## src/rtl/rggen_rtl_pkg.sv

```systemverilog
// Shared types and helpers for the rggen register-block RTL.
// Holds the response status codes, the external-access FSM states and address mapping.
package rggen_rtl_pkg;

    typedef enum logic [1:0] {
        OKAY         = 2'b00,
        EXOKAY       = 2'b01,
        SLAVE_ERROR  = 2'b10,
        DECODE_ERROR = 2'b11
    } rggen_status;

    typedef enum logic [1:0] {
        IDLE     = 2'b00,
        REQUEST  = 2'b01,
        RESPONSE = 2'b10
    } rggen_ext_state;

    // Word-aligns an address and optionally rebases it onto the window start.
    // Wraps modulo 2**64; callers keep only their address width.
    function automatic logic [63:0] rggen_local_address(
        input logic [63:0] address,
        input logic [63:0] start,
        input bit          relative,
        input int          lsb
    );
        logic [63:0] aligned;
        aligned = address & ({64{1'b1}} << lsb);
        return relative ? (aligned - start) : aligned;
    endfunction

endpackage

```

## src/rtl/rggen_bus_if.sv

```systemverilog
// Simple valid/ready bus toward an external slave.
// Ports: master drives the request fields; slave returns ready/status/read_data.
interface rggen_bus_if #(
    parameter int ADDRESS_WIDTH = 8,
    parameter int BUS_WIDTH     = 32
);
    import rggen_rtl_pkg::*;

    logic                     valid;
    logic                     write;
    logic [ADDRESS_WIDTH-1:0] address;
    logic [BUS_WIDTH-1:0]     write_data;
    logic [BUS_WIDTH/8-1:0]   strobe;
    logic                     ready;
    rggen_status              status;
    logic [BUS_WIDTH-1:0]     read_data;

    modport master (
        output valid, write, address, write_data, strobe,
        input  ready, status, read_data
    );

    modport slave (
        input  valid, write, address, write_data, strobe,
        output ready, status, read_data
    );
endinterface

```

## src/rtl/rggen_register_if.sv

```systemverilog
// Host-side register access bundle shared by every register in the block.
// Ports: host drives valid/write/address/write_data/strobe; register returns the rest.
interface rggen_register_if #(
    parameter int ADDRESS_WIDTH = 8,
    parameter int BUS_WIDTH     = 32
);
    import rggen_rtl_pkg::*;

    logic                     valid;
    logic                     write;
    logic [ADDRESS_WIDTH-1:0] address;
    logic [BUS_WIDTH-1:0]     write_data;
    logic [BUS_WIDTH/8-1:0]   strobe;
    logic                     active;
    logic                     ready;
    rggen_status              status;
    logic [BUS_WIDTH-1:0]     read_data;
    logic [BUS_WIDTH-1:0]     value;

    modport host (
        output valid, write, address, write_data, strobe,
        input  active, ready, status, read_data, value
    );

    modport register (
        input  valid, write, address, write_data, strobe,
        output active, ready, status, read_data, value
    );
endinterface

```

## src/rtl/rggen_address_decoder.sv

```systemverilog
// Word-granular window match: START_ADDRESS <= address <= END_ADDRESS.
// Ports: i_address (byte address), o_match (combinational hit).
module rggen_address_decoder #(
    parameter int                     ADDRESS_WIDTH = 8,
    parameter int                     LSB           = 2,
    parameter bit [ADDRESS_WIDTH-1:0] START_ADDRESS = '0,
    parameter bit [ADDRESS_WIDTH-1:0] END_ADDRESS   = '0
)(
    input  logic [ADDRESS_WIDTH-1:0] i_address,
    output logic                     o_match
);
    localparam bit [ADDRESS_WIDTH-1:0] FIRST_WORD = START_ADDRESS >> LSB;
    localparam bit [ADDRESS_WIDTH-1:0] LAST_WORD  = END_ADDRESS >> LSB;
    localparam bit [ADDRESS_WIDTH-1:0] SPAN       = LAST_WORD - FIRST_WORD;

    logic [ADDRESS_WIDTH-1:0] word;
    logic [ADDRESS_WIDTH-1:0] offset;

    // One unsigned compare on the wrapped offset covers both bounds.
    assign word    = i_address >> LSB;
    assign offset  = word - FIRST_WORD;
    assign o_match = offset <= SPAN;
endmodule

```

## src/rtl/rggen_wait_timer.sv

```systemverilog
// Bounded-wait watchdog: counts active cycles without done and flags the last one.
// Ports: i_start clears, i_active/i_done qualify counting, o_timeout marks the abort cycle.
module rggen_wait_timer #(
    parameter int COUNT = 0,
    parameter int WIDTH = 16
)(
    input  logic i_clk,
    input  logic i_rst_n,
    input  logic i_start,
    input  logic i_active,
    input  logic i_done,
    output logic o_timeout
);
    if (COUNT == 0) begin : g_stub
        logic unused_inputs;
        assign unused_inputs = ^{i_clk, i_rst_n, i_start, i_active, i_done};
        assign o_timeout     = 1'b0;
    end else begin : g_timer
        localparam logic [WIDTH-1:0] LAST = WIDTH'(COUNT - 1);

        logic [WIDTH-1:0] count_d;
        logic [WIDTH-1:0] count_q;
        logic             waiting;

        assign waiting = i_active && !i_done;

        always_comb begin
            count_d = count_q;
            if (i_start) begin
                count_d = '0;
            end else if (waiting) begin
                count_d = count_q + WIDTH'(1);
            end
        end

        always_ff @(posedge i_clk or negedge i_rst_n) begin
            if (!i_rst_n) begin
                count_q <= '0;
            end else begin
                count_q <= count_d;
            end
        end

        // A ready arriving in the last cycle wins over the abort.
        assign o_timeout = waiting && (count_q == LAST);
    end
endmodule

```

## src/rtl/rggen_external_register_tmo.sv

```systemverilog
// Bridges a register-map window to an external bus slave with a watchdog.
// Ports: i_clk, i_rst_n, register_if (host side), bus_if (slave side), o_timeout pulse.
module rggen_external_register_tmo
    import rggen_rtl_pkg::*;
#(
    parameter int                     ADDRESS_WIDTH     = 8,
    parameter int                     BUS_WIDTH         = 32,
    parameter bit [ADDRESS_WIDTH-1:0] START_ADDRESS     = '0,
    parameter bit [ADDRESS_WIDTH-1:0] END_ADDRESS       = '0,
    parameter bit                     RELATIVE_ADDRESS  = 1'b1,
    parameter int                     TIMEOUT_CYCLES    = 0,
    parameter int                     TIMEOUT_WIDTH     = 16,
    parameter bit                     RESPONSE_REGISTER = 1'b0
)(
    input  logic               i_clk,
    input  logic               i_rst_n,
    rggen_register_if.register register_if,
    rggen_bus_if.master        bus_if,
    output logic               o_timeout
);
    localparam int LSB    = $clog2(BUS_WIDTH) - 3;
    localparam int STRB_W = BUS_WIDTH / 8;

    rggen_ext_state state_d;
    rggen_ext_state state_q;
    logic           valid_d;
    logic           valid_q;
    rggen_status    status_d;
    rggen_status    status_q;
    logic [BUS_WIDTH-1:0] data_d;
    logic [BUS_WIDTH-1:0] data_q;

    logic [ADDRESS_WIDTH-1:0] address_d;
    logic [ADDRESS_WIDTH-1:0] address_q;
    logic                     write_d;
    logic                     write_q;
    logic [BUS_WIDTH-1:0]     write_data_d;
    logic [BUS_WIDTH-1:0]     write_data_q;
    logic [STRB_W-1:0]        strobe_d;
    logic [STRB_W-1:0]        strobe_q;

    logic                 match;
    logic                 accept;
    logic                 timeout;
    logic                 finish;
    logic [63:0]          local_address;
    logic                 unused_address;
    rggen_status          rsp_status;
    logic [BUS_WIDTH-1:0] rsp_data;
    logic                 out_ready;
    rggen_status          out_status;
    logic [BUS_WIDTH-1:0] out_data;

    rggen_address_decoder #(
        .ADDRESS_WIDTH (ADDRESS_WIDTH),
        .LSB           (LSB),
        .START_ADDRESS (START_ADDRESS),
        .END_ADDRESS   (END_ADDRESS)
    ) u_decoder (
        .i_address (register_if.address),
        .o_match   (match)
    );

    rggen_wait_timer #(
        .COUNT (TIMEOUT_CYCLES),
        .WIDTH (TIMEOUT_WIDTH)
    ) u_wait_timer (
        .i_clk     (i_clk),
        .i_rst_n   (i_rst_n),
        .i_start   (accept),
        .i_active  (state_q == REQUEST),
        .i_done    (bus_if.ready),
        .o_timeout (timeout)
    );

    assign register_if.active = match;
    assign accept = (state_q == IDLE) && register_if.valid && match;
    assign finish = bus_if.ready || timeout;

    assign local_address = rggen_local_address(
        64'(register_if.address), 64'(START_ADDRESS), RELATIVE_ADDRESS, LSB
    );
    assign unused_address = ^local_address[63:ADDRESS_WIDTH];

    // An aborted access reports SLAVE_ERROR with all-zero data.
    assign rsp_status = bus_if.ready ? bus_if.status : SLAVE_ERROR;
    assign rsp_data   = bus_if.ready ? bus_if.read_data : '0;

    always_comb begin
        address_d    = address_q;
        write_d      = write_q;
        write_data_d = write_data_q;
        strobe_d     = strobe_q;
        if (accept) begin
            address_d    = local_address[ADDRESS_WIDTH-1:0];
            write_d      = register_if.write;
            write_data_d = register_if.write_data;
            strobe_d     = register_if.strobe;
        end
    end

    always_ff @(posedge i_clk) begin
        address_q    <= address_d;
        write_q      <= write_d;
        write_data_q <= write_data_d;
        strobe_q     <= strobe_d;
    end

    always_comb begin
        state_d  = state_q;
        valid_d  = valid_q;
        status_d = status_q;
        data_d   = data_q;
        unique case (state_q)
            IDLE: begin
                if (accept) begin
                    state_d = REQUEST;
                    valid_d = 1'b1;
                end
            end
            REQUEST: begin
                if (finish) begin
                    valid_d = 1'b0;
                    if (RESPONSE_REGISTER) begin
                        state_d  = RESPONSE;
                        status_d = rsp_status;
                        data_d   = rsp_data;
                    end else begin
                        state_d = IDLE;
                    end
                end
            end
            RESPONSE: begin
                state_d = IDLE;
            end
            default: begin
                state_d = IDLE;
                valid_d = 1'b0;
            end
        endcase
    end

    always_ff @(posedge i_clk or negedge i_rst_n) begin
        if (!i_rst_n) begin
            state_q  <= IDLE;
            valid_q  <= 1'b0;
            status_q <= OKAY;
            data_q   <= '0;
        end else begin
            state_q  <= state_d;
            valid_q  <= valid_d;
            status_q <= status_d;
            data_q   <= data_d;
        end
    end

    always_comb begin
        if (RESPONSE_REGISTER) begin
            out_ready  = state_q == RESPONSE;
            out_status = status_q;
            out_data   = data_q;
        end else begin
            out_ready  = (state_q == REQUEST) && finish;
            out_status = rsp_status;
            out_data   = rsp_data;
        end
    end

    assign register_if.ready     = out_ready;
    assign register_if.status    = out_ready ? out_status : OKAY;
    assign register_if.read_data = out_ready ? out_data : '0;
    assign register_if.value     = out_ready ? out_data : '0;

    assign bus_if.valid      = valid_q;
    assign bus_if.write      = write_q;
    assign bus_if.address    = address_q;
    assign bus_if.write_data = write_data_q;
    assign bus_if.strobe     = strobe_q;

    assign o_timeout = timeout;
endmodule

```

## src/flat_wrapper.sv

```systemverilog
// flat-port wrapper written by rule: the top's interface ports become plain ports
module rggen_external_register_tmo_flat import rggen_rtl_pkg::*;
#(
    parameter int                     ADDRESS_WIDTH     = 8,
    parameter int                     BUS_WIDTH         = 32,
    parameter bit [ADDRESS_WIDTH-1:0] START_ADDRESS     = '0,
    parameter bit [ADDRESS_WIDTH-1:0] END_ADDRESS       = '0,
    parameter bit                     RELATIVE_ADDRESS  = 1'b1,
    parameter int                     TIMEOUT_CYCLES    = 0,
    parameter int                     TIMEOUT_WIDTH     = 16,
    parameter bit                     RESPONSE_REGISTER = 1'b0
)
  (i_clk, i_rst_n, o_timeout, register_if_valid, register_if_write, register_if_address, register_if_write_data, register_if_strobe, register_if_active, register_if_ready, register_if_status, register_if_read_data, register_if_value, bus_if_valid, bus_if_write, bus_if_address, bus_if_write_data, bus_if_strobe, bus_if_ready, bus_if_status, bus_if_read_data);
  rggen_register_if #(.ADDRESS_WIDTH(ADDRESS_WIDTH), .BUS_WIDTH(BUS_WIDTH)) register_if_i ();
  rggen_bus_if #(.ADDRESS_WIDTH(ADDRESS_WIDTH), .BUS_WIDTH(BUS_WIDTH)) bus_if_i ();
  input  logic i_clk;
  input  logic i_rst_n;
  output logic o_timeout;
  input wire logic [$bits(register_if_i.valid)-1:0] register_if_valid;
  input wire logic [$bits(register_if_i.write)-1:0] register_if_write;
  input wire logic [$bits(register_if_i.address)-1:0] register_if_address;
  input wire logic [$bits(register_if_i.write_data)-1:0] register_if_write_data;
  input wire logic [$bits(register_if_i.strobe)-1:0] register_if_strobe;
  output wire logic [$bits(register_if_i.active)-1:0] register_if_active;
  output wire logic [$bits(register_if_i.ready)-1:0] register_if_ready;
  output wire logic [$bits(register_if_i.status)-1:0] register_if_status;
  output wire logic [$bits(register_if_i.read_data)-1:0] register_if_read_data;
  output wire logic [$bits(register_if_i.value)-1:0] register_if_value;
  output wire logic [$bits(bus_if_i.valid)-1:0] bus_if_valid;
  output wire logic [$bits(bus_if_i.write)-1:0] bus_if_write;
  output wire logic [$bits(bus_if_i.address)-1:0] bus_if_address;
  output wire logic [$bits(bus_if_i.write_data)-1:0] bus_if_write_data;
  output wire logic [$bits(bus_if_i.strobe)-1:0] bus_if_strobe;
  input wire logic [$bits(bus_if_i.ready)-1:0] bus_if_ready;
  input wire logic [$bits(bus_if_i.status)-1:0] bus_if_status;
  input wire logic [$bits(bus_if_i.read_data)-1:0] bus_if_read_data;
  assign register_if_i.valid = register_if_valid;
  assign register_if_i.write = register_if_write;
  assign register_if_i.address = register_if_address;
  assign register_if_i.write_data = register_if_write_data;
  assign register_if_i.strobe = register_if_strobe;
  assign register_if_active = register_if_i.active;
  assign register_if_ready = register_if_i.ready;
  assign register_if_status = register_if_i.status;
  assign register_if_read_data = register_if_i.read_data;
  assign register_if_value = register_if_i.value;
  assign bus_if_valid = bus_if_i.valid;
  assign bus_if_write = bus_if_i.write;
  assign bus_if_address = bus_if_i.address;
  assign bus_if_write_data = bus_if_i.write_data;
  assign bus_if_strobe = bus_if_i.strobe;
  assign bus_if_i.ready = bus_if_ready;
  assign bus_if_i.status = bus_if_status;
  assign bus_if_i.read_data = bus_if_read_data;
  rggen_external_register_tmo #(.ADDRESS_WIDTH(ADDRESS_WIDTH), .BUS_WIDTH(BUS_WIDTH), .START_ADDRESS(START_ADDRESS), .END_ADDRESS(END_ADDRESS), .RELATIVE_ADDRESS(RELATIVE_ADDRESS), .TIMEOUT_CYCLES(TIMEOUT_CYCLES), .TIMEOUT_WIDTH(TIMEOUT_WIDTH), .RESPONSE_REGISTER(RESPONSE_REGISTER)) u_core (.i_clk(i_clk), .i_rst_n(i_rst_n), .register_if(register_if_i), .bus_if(bus_if_i), .o_timeout(o_timeout));
endmodule
```

## config.mk

```make
export PLATFORM = sky130hd
export DESIGN_NAME = rggen_external_register_tmo_flat
export DESIGN_NICKNAME = d
export VERILOG_FILES = /design/src/rtl/rggen_rtl_pkg.sv /design/src/rtl/rggen_bus_if.sv /design/src/rtl/rggen_register_if.sv /design/src/rtl/rggen_address_decoder.sv /design/src/rtl/rggen_wait_timer.sv /design/src/rtl/rggen_external_register_tmo.sv /design/src/flat_wrapper.sv
export SDC_FILE = /design/constraint.sdc
export NUM_CORES = 1
export LEC_CHECK = 0
export BUFFER_PORTS_ARGS = -buffer_cell sky130_fd_sc_hd__clkbuf_2
export CAP_MARGIN = 20
export CELL_PAD_IN_SITES_DETAIL_PLACEMENT = 1
export CELL_PAD_IN_SITES_GLOBAL_PLACEMENT = 2
export CORE_UTILIZATION = 20
export CTS_CLUSTER_SIZE = 30
export DETAILED_ROUTE_END_ITERATION = 7
export PLACE_DENSITY_LB_ADDON = 0.1
export SYNTH_ARGS = -nofsm -noshare
export SYNTH_HDL_FRONTEND = slang
export SYNTH_SLANG_ARGS = --single-unit
```

## constraint.sdc

```tcl
create_clock -name i_clk -period 4.68 [get_ports i_clk]
set_input_delay 0.468 -clock i_clk [delete_from_list [all_inputs] [get_ports i_clk]]
set_output_delay 0.468 -clock i_clk [all_outputs]
set_load 0.05 [all_outputs]
```

==> impl_summary.txt <==
----------------------------------------------------
[Outcome]
  Outcome ... finished, final reports clean

[Timing]
  Final period utilization ... 55.9%
  Highest attainable clock frequency ... 0.382 GHz
  Setup repair after global routing missed its margin ... false
  Transition time at the pin with the least slew margin ... 0.936 ns
  Setup Skew ... 0.00923 ns
  Slew HR ... 37.6%
  Accumulated negative setup slack ... 0 ns
  Number of failing setup endpoints in the final timing report ... 0
  Worst hold margin ... 0.342 ns
  Count of endpoints failing hold in the final timing report ... 0
  Number of pins with negative max-slew slack in the final report ... 0
  Post-layout minimum cycle time ... 2.61 ns
  Final worst slack ... 2.07 ns

[Setup path]
  Type of the worst setup path ... flop to flop
  Arrival time of the worst setup path ... 2.58 ns
  Capture point of the worst path ... u_core.bus_if.write_data[3]
  Capturing element type of the critical path ... flop
  Type of element launching the critical path ... flop
  Terminus of the critical flop-to-flop path ... u_core.bus_if.write_data[3]
  Reg-to-reg critical path startpoint ... u_core.bus_if.valid
  Slack of the worst reg-to-reg path ... 2.07 ns
  Critical path origin ... u_core.bus_if.valid
  Logic depth of the worst register-to-register path ... 3
  Data required time of the critical path ... 4.64 ns
  Largest fanout on the critical path ... 38

[Placement]
  Final HPWL from detailed placement ... 4230 um
  Post-placement setup slack ... 1.99 ns
  RePlAce Congestion ... 0.692
  Number of input and output port buffers inserted ... 192
  Placed cell count ... 392

[Clock tree]
  Cts bufs inserted ... 5
  PostCTS Resize Cnt ... 0
  Clock network latency to the later pin of the worst-skew pair ... 0.29 ns
  Clock transition at the registers of the reported paths ... 0.08 ns
  Sink count of the clock tree ... 44
  Hold-fix buffers at CTS ... 1
  Count of H-tree levels built during CTS ... 2
  Root buffer selected by CTS ... sky130_fd_sc_hd__clkbuf_8
  Clock tree from TritonCTS ... done
  Maximum root-to-sink buffer count ... 2
  Buffer count from post-CTS setup fixing ... 0

[Yosys]
  Count of different cell masters after synthesis ... 14
  Number of warnings issued by yosys ... 0
  Mapped Area ... 1880 um^2
  Post-synth top area share ... 68.7%
  Cell types occupying the most area after synthesis ... sky130_fd_sc_hd__edfxtp_1 69%, sky130_fd_sc_hd__buf_4 14%, sky130_fd_sc_hd__and3_1 11%
  Count of state elements after synthesis ... 44
  Synth Instances ... 127
  Largest area contributor in the synthesized netlist ... sky130_fd_sc_hd__edfxtp_1
  Post-synthesis sequential area ratio ... 70.0%
  Post-Syn Area per Cell ... 14.8 um^2

[Finish]
  Most common library cell in the layout ignoring fill and taps ... sky130_fd_sc_hd__clkbuf_2
  Layout fillers ... 1061
  Number of antenna cells inserted ... 0
  Layout Nets ... 372
  Fraction of final layout cells sized beyond drive strength 1 ... 70.7%
  Area growth from synthesis to layout ... 49.5%
  Non-Filler Instances ... 401
  Top library cells by usage in the layout, fill and taps aside ... 192 x sky130_fd_sc_hd__clkbuf_2, 43 x sky130_fd_sc_hd__edfxtp_1, 32 x sky130_fd_sc_hd__and3_1

[Global route]
  Global routing usage summed across all routing layers ... 10.1%
  Total global routing overflow ... 0
  Antenna violations before repair ... 0
  Maximum number of pins on one net before global-route repair ... 39
  Via count of the first global-routing pass ... 1530
  Global-route wire length before repair ... 7570 um

[Power and ir drop]
  Cell leakage power ... 1.51 nW
  Power per standard cell area ... 259 nW/um^2
  Worst IR drop on VDD ... 0.173 mV

[Drt]
  Routed vias ... 1584
  Number of remaining DRC errors ... 0
  Routed vias/inst ... 3.95
  Average detailed-routed wire length per instance ... 12.9 um
  Number of detailed-route iterations in the first pass ... 4
  Initial drt markers ... 26
  Number of routed nets with antenna violations ... 0
  Drt total wl ... 5170 um

[Run]
  Max Cap Violations ... 0

[Floorplanning]
  Die width ... 98.9 um
  Die height ... 98.9 um
  Placement Rows ... 35
  Starting density of the core ... 20.5%
  Ports placed on the boundary ... 198
  Area enclosed by the die boundary ... 9790 um^2
  CORE AREA ... 9150 um^2

[Hold path]
  Kind of path behind the tightest hold check ... primary input to flop

----------------------------------------------------
power by group:
part	internal (mW)	leakage (nW)	switching (mW)	total, mW
sequential	0.433	0.401	0.00122	0.434
combinational	0.0279	1.07	0.0332	0.0612
clock	0.107	0.0424	0.125	0.232
how the worst min path moves through the flow:
| stage | from | endpoint | slack (ns) | depth (start not counted) |
|---|---|---|---|---|
| final | register_if_write_data[12] | u_core.bus_if.write_data[12] | 0.34 | 1 |
| after global routing | register_if_write_data[29] | u_core.bus_if.write_data[29] | 0.33 | 1 |
| after CTS | register_if_write_data[0] | u_core.bus_if.write_data[0] | 0.33 | 1 |
| after detailed placement | i_rst_n | u_core.bus_if.valid | 0.25 | 1 |
| after global placement | i_rst_n | u_core.bus_if.valid | 0.25 | 1 |
| after floorplan | i_rst_n | u_core.bus_if.valid | 0.17 | 0 |
routing by layer:
metal,global-route usage [%],share of wire [%],vias up
li1,-,-,744
met1,10.4,36,722
met2,17.8,51,111
met3,4.26,11,7
met4,4.59,2.1,0
met5,0,0,-
cells by family after synthesis:
logic type	count (synthesis)	synth area share, %
AOI/OAI and AO/OA	1	0.666
buffers and inverters	42	15.4
DFF	44	70.0
other	1	0.200
and+or+nand+nor	39	13.7
area by class of cell:
type | count | area (um^2) | area share [%]
clock buffers | 7 | 76.3 | 2.72
well taps | 111 | 139 | 4.94
multi-input cells | 43 | 287 | 10.2
inverters | 1 | 3.75 | 0.134
repair buffers | 194 | 978 | 34.8
flip-flops and latches | 44 | 1320 | 46.9
clock inverters | 1 | 8.76 | 0.312
worst max-delay path, stage by stage (launching register included):
cell	delay [ns]
sky130_fd_sc_hd__dfrtp_1	0.73
sky130_fd_sc_hd__or4b_4	0.71
sky130_fd_sc_hd__nor2_4	0.41
sky130_fd_sc_hd__buf_4	0.42
state kept, by name, indices dropped and copies added, names as in the netlist:
register                  cells
u_core.bus_if.address         6
u_core.bus_if.strobe          4
u_core.bus_if.valid           1
u_core.bus_if.write           1
u_core.bus_if.write_data     32
metrics by stage:
step	instance area, um^2	util (%)	total power [mW]
5_1_grt	2810	30.7	0.753
3_3_place_gp	2710	29.7	0.504
6_report	2810	30.7	0.728
4_1_cts	2810	30.7	0.742
3_5_place_dp	2710	29.7	0.505
2_1_floorplan	1890	-	0.471
synthesized netlist by cell type:
cell type	number
sky130_fd_sc_hd__clkbuf_1	6
sky130_fd_sc_hd__nor3_1	1
sky130_fd_sc_hd__nor2_2	1
sky130_fd_sc_hd__dfrtp_1	1
sky130_fd_sc_hd__inv_1	1
sky130_fd_sc_hd__or4_4	1
sky130_fd_sc_hd__conb_1	1
sky130_fd_sc_hd__edfxtp_1	43
sky130_fd_sc_hd__buf_4	35
sky130_fd_sc_hd__and2_1	1
sky130_fd_sc_hd__and3_1	32
sky130_fd_sc_hd__and3_2	2
sky130_fd_sc_hd__o22ai_2	1
sky130_fd_sc_hd__or4b_4	1
(Power assumes the default switching activity.)
